**config.mk**
```make
export PLATFORM = sky130hd
export DESIGN_NAME = coin_acceptor
export DESIGN_NICKNAME = d
export VERILOG_FILES = /design/src/rtl/coin_acceptor.sv
export SDC_FILE = /design/constraint.sdc
export NUM_CORES = 1
export LEC_CHECK = 0
export ABC_AREA = 1
export BUFFER_PORTS_ARGS = -buffer_cell sky130_fd_sc_hd__buf_2
export CAP_MARGIN = 5
export CORE_MARGIN = 1.5
export CORE_UTILIZATION = 55
export DETAILED_ROUTE_END_ITERATION = 8
export MAX_ROUTING_LAYER = met4
export PLACE_DENSITY = 0.87
export SKIP_CTS_REPAIR_TIMING = 1
export SYNTH_ARGS = -nofsm -noshare
export SYNTH_HDL_FRONTEND = slang
export SYNTH_SLANG_ARGS = --single-unit
```
**constraint.sdc**
```tcl
create_clock -name clock -period 3.4 [get_ports clock]
set_input_delay 1.02 -clock clock [delete_from_list [all_inputs] [get_ports clock]]
set_output_delay 1.02 -clock clock [all_outputs]
set_load 0.01 [all_outputs]
```
**src/rtl/coin_acceptor.sv**
```systemverilog
// coin_acceptor
//   Cleans up the raw coin-slot sensors in front of the vend FSM. It
//   synchronises and debounces the two sensor levels and emits one-cycle
//   nickel_in / dime_in pulses. A reject pulse is emitted if both sensors are
//   active. After every coin the block waits for the sensors to release and
//   then holds off for a lockout window, so that the vend FSM has time to
//   return to S0. Two 8-bit saturating counters tally the accepted coins.
//
// Ports
//   clock         rising-edge system clock
//   reset         synchronous, active-high reset
//   nickel_raw    raw nickel sensor (asynchronous, bouncy)
//   dime_raw      raw dime sensor (asynchronous, bouncy)
//   dispense      dispense strobe from the vend FSM; extends the lockout
//   nickel_in     one-cycle accepted-nickel pulse (registered)
//   dime_in       one-cycle accepted-dime pulse (registered)
//   reject        one-cycle rejected-coin pulse (registered)
//   nickel_count  accepted nickels, saturating at 255
//   dime_count    accepted dimes, saturating at 255
//
// state        | meaning
// IDLE         | waiting for a single-sensor pattern
// QUALIFY      | counting consecutive matching samples
// EMIT         | accept pulse high this cycle
// REJECT       | reject pulse high this cycle
// WAIT_RELEASE | waiting for both sensors to read 0
// LOCKOUT      | post-release hold-off, sensors ignored
module coin_acceptor #(
  parameter int unsigned DEBOUNCE_CYCLES = 4,
  parameter int unsigned LOCKOUT_CYCLES  = 2
) (
  input  logic       clock,
  input  logic       reset,
  input  logic       nickel_raw,
  input  logic       dime_raw,
  input  logic       dispense,
  output logic       nickel_in,
  output logic       dime_in,
  output logic       reject,
  output logic [7:0] nickel_count,
  output logic [7:0] dime_count
);

  localparam logic [3:0] DEB  = 4'(DEBOUNCE_CYCLES);
  localparam logic [3:0] LOCK = 4'(LOCKOUT_CYCLES);

  typedef enum logic [2:0] {
    IDLE,
    QUALIFY,
    EMIT,
    REJECT,
    WAIT_RELEASE,
    LOCKOUT
  } state_t;

  state_t     state_q, state_d;
  logic [1:0] sync_n_q, sync_d_q;
  logic [1:0] prime_q;
  logic [3:0] cnt_q, cnt_d;
  logic [1:0] coin_q, coin_d;
  logic       nickel_q, dime_q, reject_q;
  logic       nickel_d, dime_d, reject_d;
  logic [7:0] nickel_cnt_q, dime_cnt_q;
  logic [1:0] pat;

  assign pat = {sync_n_q[1], sync_d_q[1]};

  always_comb begin
    state_d  = state_q;
    cnt_d    = cnt_q;
    coin_d   = coin_q;
    nickel_d = 1'b0;
    dime_d   = 1'b0;
    reject_d = 1'b0;
    case (state_q)
      IDLE: begin
        if (pat == 2'b11) begin
          state_d  = REJECT;
          reject_d = 1'b1;
        end else if (pat != 2'b00) begin
          coin_d = pat;
          cnt_d  = 4'd1;
          if (DEB == 4'd1) begin
            state_d  = EMIT;
            nickel_d = pat[1];
            dime_d   = pat[0];
          end else begin
            state_d = QUALIFY;
          end
        end
      end
      QUALIFY: begin
        if (pat == coin_q) begin
          cnt_d = cnt_q + 4'd1;
          if (cnt_d == DEB) begin
            state_d  = EMIT;
            nickel_d = coin_q[1];
            dime_d   = coin_q[0];
          end
        end else if (pat == 2'b11) begin
          state_d  = REJECT;
          reject_d = 1'b1;
        end else begin
          state_d = IDLE;
        end
      end
      EMIT, REJECT: state_d = WAIT_RELEASE;
      WAIT_RELEASE: begin
        // Right after reset the synchronizer still holds reset zeros. Those
        // zeros must not be mistaken for a release, or a coin held across
        // reset would be counted.
        if (prime_q[1] && pat == 2'b00) begin
          state_d = LOCKOUT;
          cnt_d   = 4'd0;
        end
      end
      LOCKOUT: begin
        if (dispense) begin
          cnt_d = 4'd0;
        end else begin
          cnt_d = cnt_q + 4'd1;
          if (cnt_d == LOCK) state_d = IDLE;
        end
      end
      default: state_d = WAIT_RELEASE;
    endcase
  end

  // Pulses are registered on the edge that enters EMIT/REJECT, so they are
  // high exactly during that state's cycle.
  always_ff @(posedge clock) begin
    if (reset) begin
      state_q      <= WAIT_RELEASE;
      sync_n_q     <= 2'b00;
      sync_d_q     <= 2'b00;
      prime_q      <= 2'b00;
      cnt_q        <= 4'd0;
      coin_q       <= 2'b00;
      nickel_q     <= 1'b0;
      dime_q       <= 1'b0;
      reject_q     <= 1'b0;
      nickel_cnt_q <= 8'd0;
      dime_cnt_q   <= 8'd0;
    end else begin
      state_q  <= state_d;
      sync_n_q <= {sync_n_q[0], nickel_raw};
      sync_d_q <= {sync_d_q[0], dime_raw};
      prime_q  <= {prime_q[0], 1'b1};
      cnt_q    <= cnt_d;
      coin_q   <= coin_d;
      nickel_q <= nickel_d;
      dime_q   <= dime_d;
      reject_q <= reject_d;
      if (nickel_d && nickel_cnt_q != 8'hFF) nickel_cnt_q <= nickel_cnt_q + 8'd1;
      if (dime_d && dime_cnt_q != 8'hFF)     dime_cnt_q   <= dime_cnt_q + 8'd1;
    end
  end

  assign nickel_in    = nickel_q;
  assign dime_in      = dime_q;
  assign reject       = reject_q;
  assign nickel_count = nickel_cnt_q;
  assign dime_count   = dime_cnt_q;

endmodule

```
==> run summary, run 1 <==
### Run status
* **outcome** finished clean

### Yosys
* **Post-Syn Nets** 273
* **Primary FF master, synth** sky130_fd_sc_hd__dfxtp_1
* **Post-synth EDFFs** 0
* **async set-or-reset flop fraction in the synthesized netlist** 0
* **sequential fraction of the synthesis area** 0.3701
* **area of the mapped netlist** 0.001839 sq mm
* **number of instances in the synthesized netlist** 262
* **number of warnings issued by yosys** 0
* **Syn Area/Cell** 7.020 sq um
* **number of distinct library cell variants in the gate-level netlist after synthesis** 26
* **number of storage elements in the synthesis netlist** 34
* **biggest area consumer among synthesized cells** sky130_fd_sc_hd__dfxtp_1
* **ranking of synthesized cells by area** sky130_fd_sc_hd__dfxtp_1, sky130_fd_sc_hd__nand2_1, sky130_fd_sc_hd__inv_1
* **share of the synthesized area in the top cell type** 0.3701

### Global route
* **global-route layer with the greatest usage** met2
* **global routing met3 resource utilization** 0.06397
* **initial antenna violation count** 0
* **met2 usage in global routing** 0.3717
* **total grt overflow** 0
* **vias in the first global route** 1514
* **first-pass GRT wire length** 6375 um
* **Global Route Usage Sum** 0.2377
* **grt met1 use** 0.2881
* **pin count of the biggest net entering global routing** 28

### Clock network
* **CTS H-tree lvls** 2
* **Clock Pin Slew Worst Setup and Hold Paths** 0.11 ns
* **clock tree root buffer cell** sky130_fd_sc_hd__clkbuf_4
* **Max Buffers Root-to-Sink** 2
* **Worst-Skew Late Latency** 0.34 ns
* **CTS tree** built
* **number of clock buffers inserted by TritonCTS** 5
* **TritonCTS Sinks** 34

### Route
* **Total Wirelength** 3781 um
* **Routed WL per cell** 11.35 um
* **vias** 1756
* **DRC violations left** 0
* **First-pass DRT Iterations** 5
* **number of DRC markers in iteration 0** 118
* **post-route antenna net violation count** 0
* **Vias per Instance** 5.273

### Worst setup path
* **maximum fanout along the worst path** 6
* **r2r setup slk** 1.69 ns
* **kind of capture point of the worst setup path** primary output
* **CP max stage cell** sky130_fd_sc_hd__dfxtp_1
* **Worst Reg-to-Reg Cells** 8
* **classification of the worst setup path** flip-flop to primary output
* **Worst R2R Start** state_q[1]$_SDFFE_PP0P_
* **Buffers & Inverters on Critical Path** 1
* **startpoint class of the critical path** flip-flop
* **cell-by-cell trace of the critical path** buf_2
* **max incr delay on CP** 0.45 ns
* **capture point of the worst reg-to-reg path** nickel_count[4]$_SDFFE_PP0P_
* **critical path arrival** 0.97 ns
* **data required time of the critical path** 2.38 ns
* **critical path's top delay family** flip-flops

### Pwr
* **total power divided by cell area** 349.8 mW/mm^2
* **internal power** 0.0005294 W
* **relative contribution of combinational cells to total power** 0.089
* **Flop pwr share** 0.582
* **maximum VDD drop** 0.2283 mV
* **Lkg Pwr** 0.8935 nW
* **relative contribution of the clock network to total power** 0.329
* **switch share** 0.2607
* **net switching power figure** 0.0001866 W

### STA
* **min setup slack post-route** 1.412 ns
* **worst-margin pin slew** 0.4949 ns
* **setup violation total in the final timing report** 0
* **Pins Over Slew Limit** 0
* **Max-slew headroom** 0.6700
* **unrepaired setup endpoints after global routing** no
* **skew final** 0.009320 ns
* **Fmax achieved** 0.5030 GHz
* **final hold viol count** 0
* **final sum of negative setup slack** 0 ns
* **Period Utilization, post-route** 0.5848
* **minimum clock period** 1.988 ns

### Floorplan
* **Die X** 60.83 um
* **count of standard-cell rows** 20
* **Starting Density** 0.5927
* **area of the core** 0.003103 sq mm
* **Die Y** 60.83 um
* **number of primary I/O pins** 24
* **overall die area** 0.003700 sq mm

### Layout
* **Final #Nets** 299
* **most common library cell in the layout ignoring fill and taps** sky130_fd_sc_hd__nand2_1
* **Ant. Diodes** 0
* **Area growth syn-to-layout** 11.29%
* **commonest non-fill, non-tap cells in the layout** sky130_fd_sc_hd__nand2_1, sky130_fd_sc_hd__dfxtp_1, sky130_fd_sc_hd__inv_1
* **fraction of layout instances using a drive strength above 1** 0.1626

### Min path
* **Hold Path End** sync_d_q[1]$_SDFF_PP0_
* **worst hold start** sync_d_q[0]$_SDFF_PP0_
* **Cells on Worst Hold Path** 2
* **Hold/Removal Path Class** flip-flop to flip-flop

### Run
* **maxcap violations** 0

### Place
* **buffers added on ports** 23
* **detailed placer's ending HPWL** 2713 um
* **Final Wtd Congestion** 0.8916
* **Worst Setup Slack post-DPL** 1.421 ns

[metrics by stage]
step,util,hold slack [ns],cells,area (sq um),power [W]
after floorplan,-,0.3883,262,1839,0.0004759
after global placement,0.6403,0.3896,325,1987,0.0004879
after detailed placement,0.6403,0.3955,325,1987,0.0004890
after CTS,0.6597,0.4094,333,2047,0.0007225
after global routing,0.6597,0.4437,333,2047,0.0007480
final,0.6597,0.4098,333,2047,0.0007160
[cell usage after synthesis, drive strengths merged, types with 2 or more instances]
| cell type | n |
|---|---|
| nor3 | 5 |
| clkbuf | 2 |
| nor2 | 32 |
| ha | 6 |
| o21ai | 8 |
| inv | 32 |
| nand3b | 2 |
| dfxtp | 34 |
| nand2 | 71 |
| nand3 | 24 |
| nand4 | 14 |
| buf | 2 |
| xor2 | 4 |
| a21oi | 23 |
[routing by layer]
layer	vias up	routed length, um
met5	-	0
met4	0	56
met3	8	226
met2	58	1724
met1	777	1774
li1	913	-
[flip-flops by register name, indices dropped and copies added, names as in the netlist, named ones only]
name,count
cnt_q,4
coin_q,2
dime_count,8
dime_in,1
nickel_count,8
nickel_in,1
prime_q,2
reject,1
state_q,2
sync_d_q,2
sync_n_q,2
[kinds of logic (layout without fill, tap and decap cells)]
group | after synthesis | count (layout) | synth area share
fa+ha+maj | 6 | 6 | 0.04082
compound gates | 33 | 33 | 0.09523
xor+xnor | 5 | 5 | 0.02381
flops | 34 | 34 | 0.3701
buf+inv | 36 | 63 | 0.07755
simple gates | 148 | 148 | 0.3925
[area by class of cell]
| type | instances | area [sq um] |
|---|---|---|
| clock buffer | 7 | 55.05 |
| clock inverter | 1 | 5.005 |
| fill | 298 | 1056 |
| inverter | 32 | 120.1 |
| multi-input combinational | 192 | 1016 |
| sequential | 34 | 680.7 |
| tap | 44 | 55.05 |
| timing repair buffer | 23 | 115.1 |
[power by group through the flow]
| stage | Sequential (W) | Combinational (W) | Clock [W] |
|---|---|---|---|
| 6_report | 0.000417 | 0.0000636 | 0.000236 |
| 3_5_place_dp | 0.000426 | 0.0000631 | 0 |
| 4_1_cts | 0.000417 | 0.0000633 | 0.000242 |
| 5_1_grt | 0.000418 | 0.0000727 | 0.000257 |
| 3_3_place_gp | 0.000426 | 0.0000624 | 0 |
| 2_1_floorplan | 0.000424 | 0.0000521 | 0 |
[how the worst max path moves through the flow]
stage                                       from                      to  slack [ns]  depth (start not counted)
global route          dime_count[2]$_SDFFE_PP0P_           dime_count[2]        1.35                          1
floorplan                                  reset   prime_q[1]$_SDFF_PP0_        1.66                          3
global placement                           reset  coin_q[0]$_SDFFE_PP0P_        1.43                          4
finish                dime_count[2]$_SDFFE_PP0P_           dime_count[2]        1.41                          1
detailed placement                         reset  coin_q[1]$_SDFFE_PP0P_        1.42                          4
CTS                 nickel_count[2]$_SDFFE_PP0P_         nickel_count[2]        1.39                          1
(Power assumes the default switching activity.)
==> run 2: changes to the inputs <==
==> constraint.sdc (replaced) <==
create_clock -name clock -period 1.9 [get_ports clock]
set_input_delay 0.57 -clock clock [delete_from_list [all_inputs] [get_ports clock]]
set_output_delay 0.57 -clock clock [all_outputs]
set_load 0.01 [all_outputs]
==> run summary, run 2 (same netlist as run 1, synthesis figures left out) <==
### STA
* **Period Utilization, post-route** 0.8308
* **skew final** 0.01596 ns, +0.006642 ns
* **worst-margin pin slew** 0.3417 ns, -0.1532 ns
* **setup violation total in the final timing report** 0, unchanged
* **Pins Over Slew Limit** 0, unchanged
* **min setup slack post-route** 0.3216 ns, -1.090 ns
* **Fmax achieved** 0.6335 GHz
* **final hold viol count** 0, unchanged
* **unrepaired setup endpoints after global routing** no
* **minimum clock period** 1.578 ns
* **final sum of negative setup slack** 0 ns, unchanged
* **Max-slew headroom** 0.7715, +0.1015

### Place
* **buffers added on ports** 23, unchanged
* **detailed placer's ending HPWL** 2842 um, +4.7%
* **Final Wtd Congestion** 0.8300, -6.9%
* **# placed instances** 327, +0.62%
* **Worst Setup Slack post-DPL** 0.3327 ns, -1.088 ns
* **instance area at placement** 0.002002 sq mm, +0.76%

### Clock network
* **Max Buffers Root-to-Sink** 2, unchanged
* **TritonCTS Sinks** 34, unchanged
* **clock tree root buffer cell** sky130_fd_sc_hd__clkbuf_4
* **Worst-Skew Late Latency** 0.34 ns, about the same
* **CTS tree** built
* **Clock Pin Slew Worst Setup and Hold Paths** 0.11 ns, about the same
* **number of clock buffers inserted by TritonCTS** 5, unchanged
* **CTS H-tree lvls** 2, unchanged

### Floorplan
* **overall die area** 0.003700 sq mm, unchanged
* **Starting Density** 0.5927, unchanged
* **area of the core** 0.003103 sq mm, unchanged
* **Die X** 60.83 um, unchanged
* **count of standard-cell rows** 20, unchanged
* **number of primary I/O pins** 24, unchanged
* **Die Y** 60.83 um, unchanged

### Pwr
* **total power divided by cell area** 622.1 mW/mm^2, +78%
* **Flop pwr share** 0.582, about the same
* **Final Power** 0.001283 W, +79%
* **relative contribution of the clock network to total power** 0.326, -0.003
* **Lkg Pwr** 0.9037 nW, +1.1%
* **net switching power figure** 0.0003337 W, +79%
* **internal power** 0.0009492 W, +79%
* **relative contribution of combinational cells to total power** 0.092, +0.003
* **maximum VDD drop** 0.3626 mV, +59%
* **switch share** 0.2601, -0.0005479

### Route
* **Vias per Instance** 5.134, -2.6%
* **vias** 1720, -2.1%
* **Total Wirelength** 3763 um, -0.48%
* **post-route antenna net violation count** 0, unchanged
* **number of DRC markers in iteration 0** 124, +5.1%
* **DRC violations left** 0, unchanged
* **Routed WL per cell** 11.23 um, -1.1%
* **First-pass DRT Iterations** 4, -1

### Global route
* **first-pass GRT wire length** 6603 um, +3.6%
* **vias in the first global route** 1637, +8.1%
* **Global Route Usage Sum** 0.2412, +0.003496
* **pin count of the biggest net entering global routing** 17, -39%
* **total grt overflow** 0, unchanged
* **initial antenna violation count** 0, unchanged

### Layout
* **Area growth syn-to-layout** 12.11%
* **final std cells w/o fill** 335, +0.60%
* **most common library cell in the layout ignoring fill and taps** sky130_fd_sc_hd__nand2_1
* **post-layout instance area** 0.002062 sq mm, +0.73%
* **commonest non-fill, non-tap cells in the layout** sky130_fd_sc_hd__nand2_1, sky130_fd_sc_hd__dfxtp_1, sky130_fd_sc_hd__inv_1
* **fraction of layout instances using a drive strength above 1** 0.1684, +0.005755
* **Final #Nets** 301, +0.67%
* **number of fill cells** 301, +1.0%
* **Ant. Diodes** 0, unchanged

### Worst setup path
* **kind of capture point of the worst setup path** flip-flop
* **critical path arrival** 1.81 ns, +0.84 ns
* **data required time of the critical path** 2.13 ns, -0.25 ns
* **maximum fanout along the worst path** 7, +1
* **classification of the worst setup path** flip-flop to flip-flop
* **startpoint class of the critical path** flip-flop

### Run
* **maxcap violations** 0, unchanged

### Run status
* **outcome** finished clean

### Min path
* **Hold/Removal Path Class** flip-flop to flip-flop

## run 2: metrics by stage
step | hold WS, ns | util
after floorplan | 0.3883 | -
final | 0.4055 | 0.6645
after global routing | 0.4104 | 0.6645
after detailed placement | 0.3937 | 0.6452
after CTS | 0.4084 | 0.6645
after global placement | 0.3893 | 0.6452
## run 2: power by group through the flow
stage / Sequential, W / Combinational, W / Clock, W
floorplan: 0.000758 / 0.0000933 / 0
global placement: 0.000762 / 0.000113 / 0
detailed placement: 0.000763 / 0.000117 / 0
CTS: 0.000747 / 0.000117 / 0.000430
global route: 0.000750 / 0.000134 / 0.000463
finish: 0.000747 / 0.000118 / 0.000418
## run 2: worst paths after layout
kind | start | end | slack, ns | cells past startpoint
setup / recovery | cnt_q[0]$_SDFFE_PP0P_ | dime_count[7]$_SDFFE_PP0P_ | 0.32 | 6
hold / removal | sync_n_q[0]$_SDFF_PP0_ | sync_n_q[1]$_SDFF_PP0_ | 0.41 | 2
setup reg to reg | cnt_q[0]$_SDFFE_PP0P_ | dime_count[7]$_SDFFE_PP0P_ | 0.32 | 6
hold reg to reg | sync_n_q[0]$_SDFF_PP0_ | sync_n_q[1]$_SDFF_PP0_ | 0.41 | 2
## run 2: layout make-up
| cell class | instances | area (sq um) | share of cell area |
|---|---|---|---|
| timing repair buffer | 25 | 130.1 | 0.06311 |
| clock inverter | 1 | 5.005 | 0.002427 |
| tap | 44 | 55.05 | 0.02670 |
| multi-input combinational | 192 | 1016 | 0.4927 |
| sequential | 34 | 680.7 | 0.3301 |
| inverter | 32 | 120.1 | 0.05825 |
| clock buffer | 7 | 55.05 | 0.02670 |
## run 2: worst max-delay path, stage by stage, from the launching register on
cell,delay [ns]
sky130_fd_sc_hd__dfxtp_1,0.44
sky130_fd_sc_hd__ha_1,0.27
sky130_fd_sc_hd__nand4_1,0.23
sky130_fd_sc_hd__nor2_4,0.24
sky130_fd_sc_hd__nand3_2,0.15
sky130_fd_sc_hd__nand2_1,0.09
sky130_fd_sc_hd__a21oi_1,0.06
## run 2: layer usage
| metal | vias to the layer above | track usage | part of all wire |
|---|---|---|---|
| li1 | 907 | - | - |
| met1 | 763 | 0.2788 | 0.49 |
| met2 | 43 | 0.4009 | 0.46 |
| met3 | 7 | 0.06183 | 0.033 |
| met4 | 0 | 0.09006 | 0.014 |
| met5 | - | - | 0 |
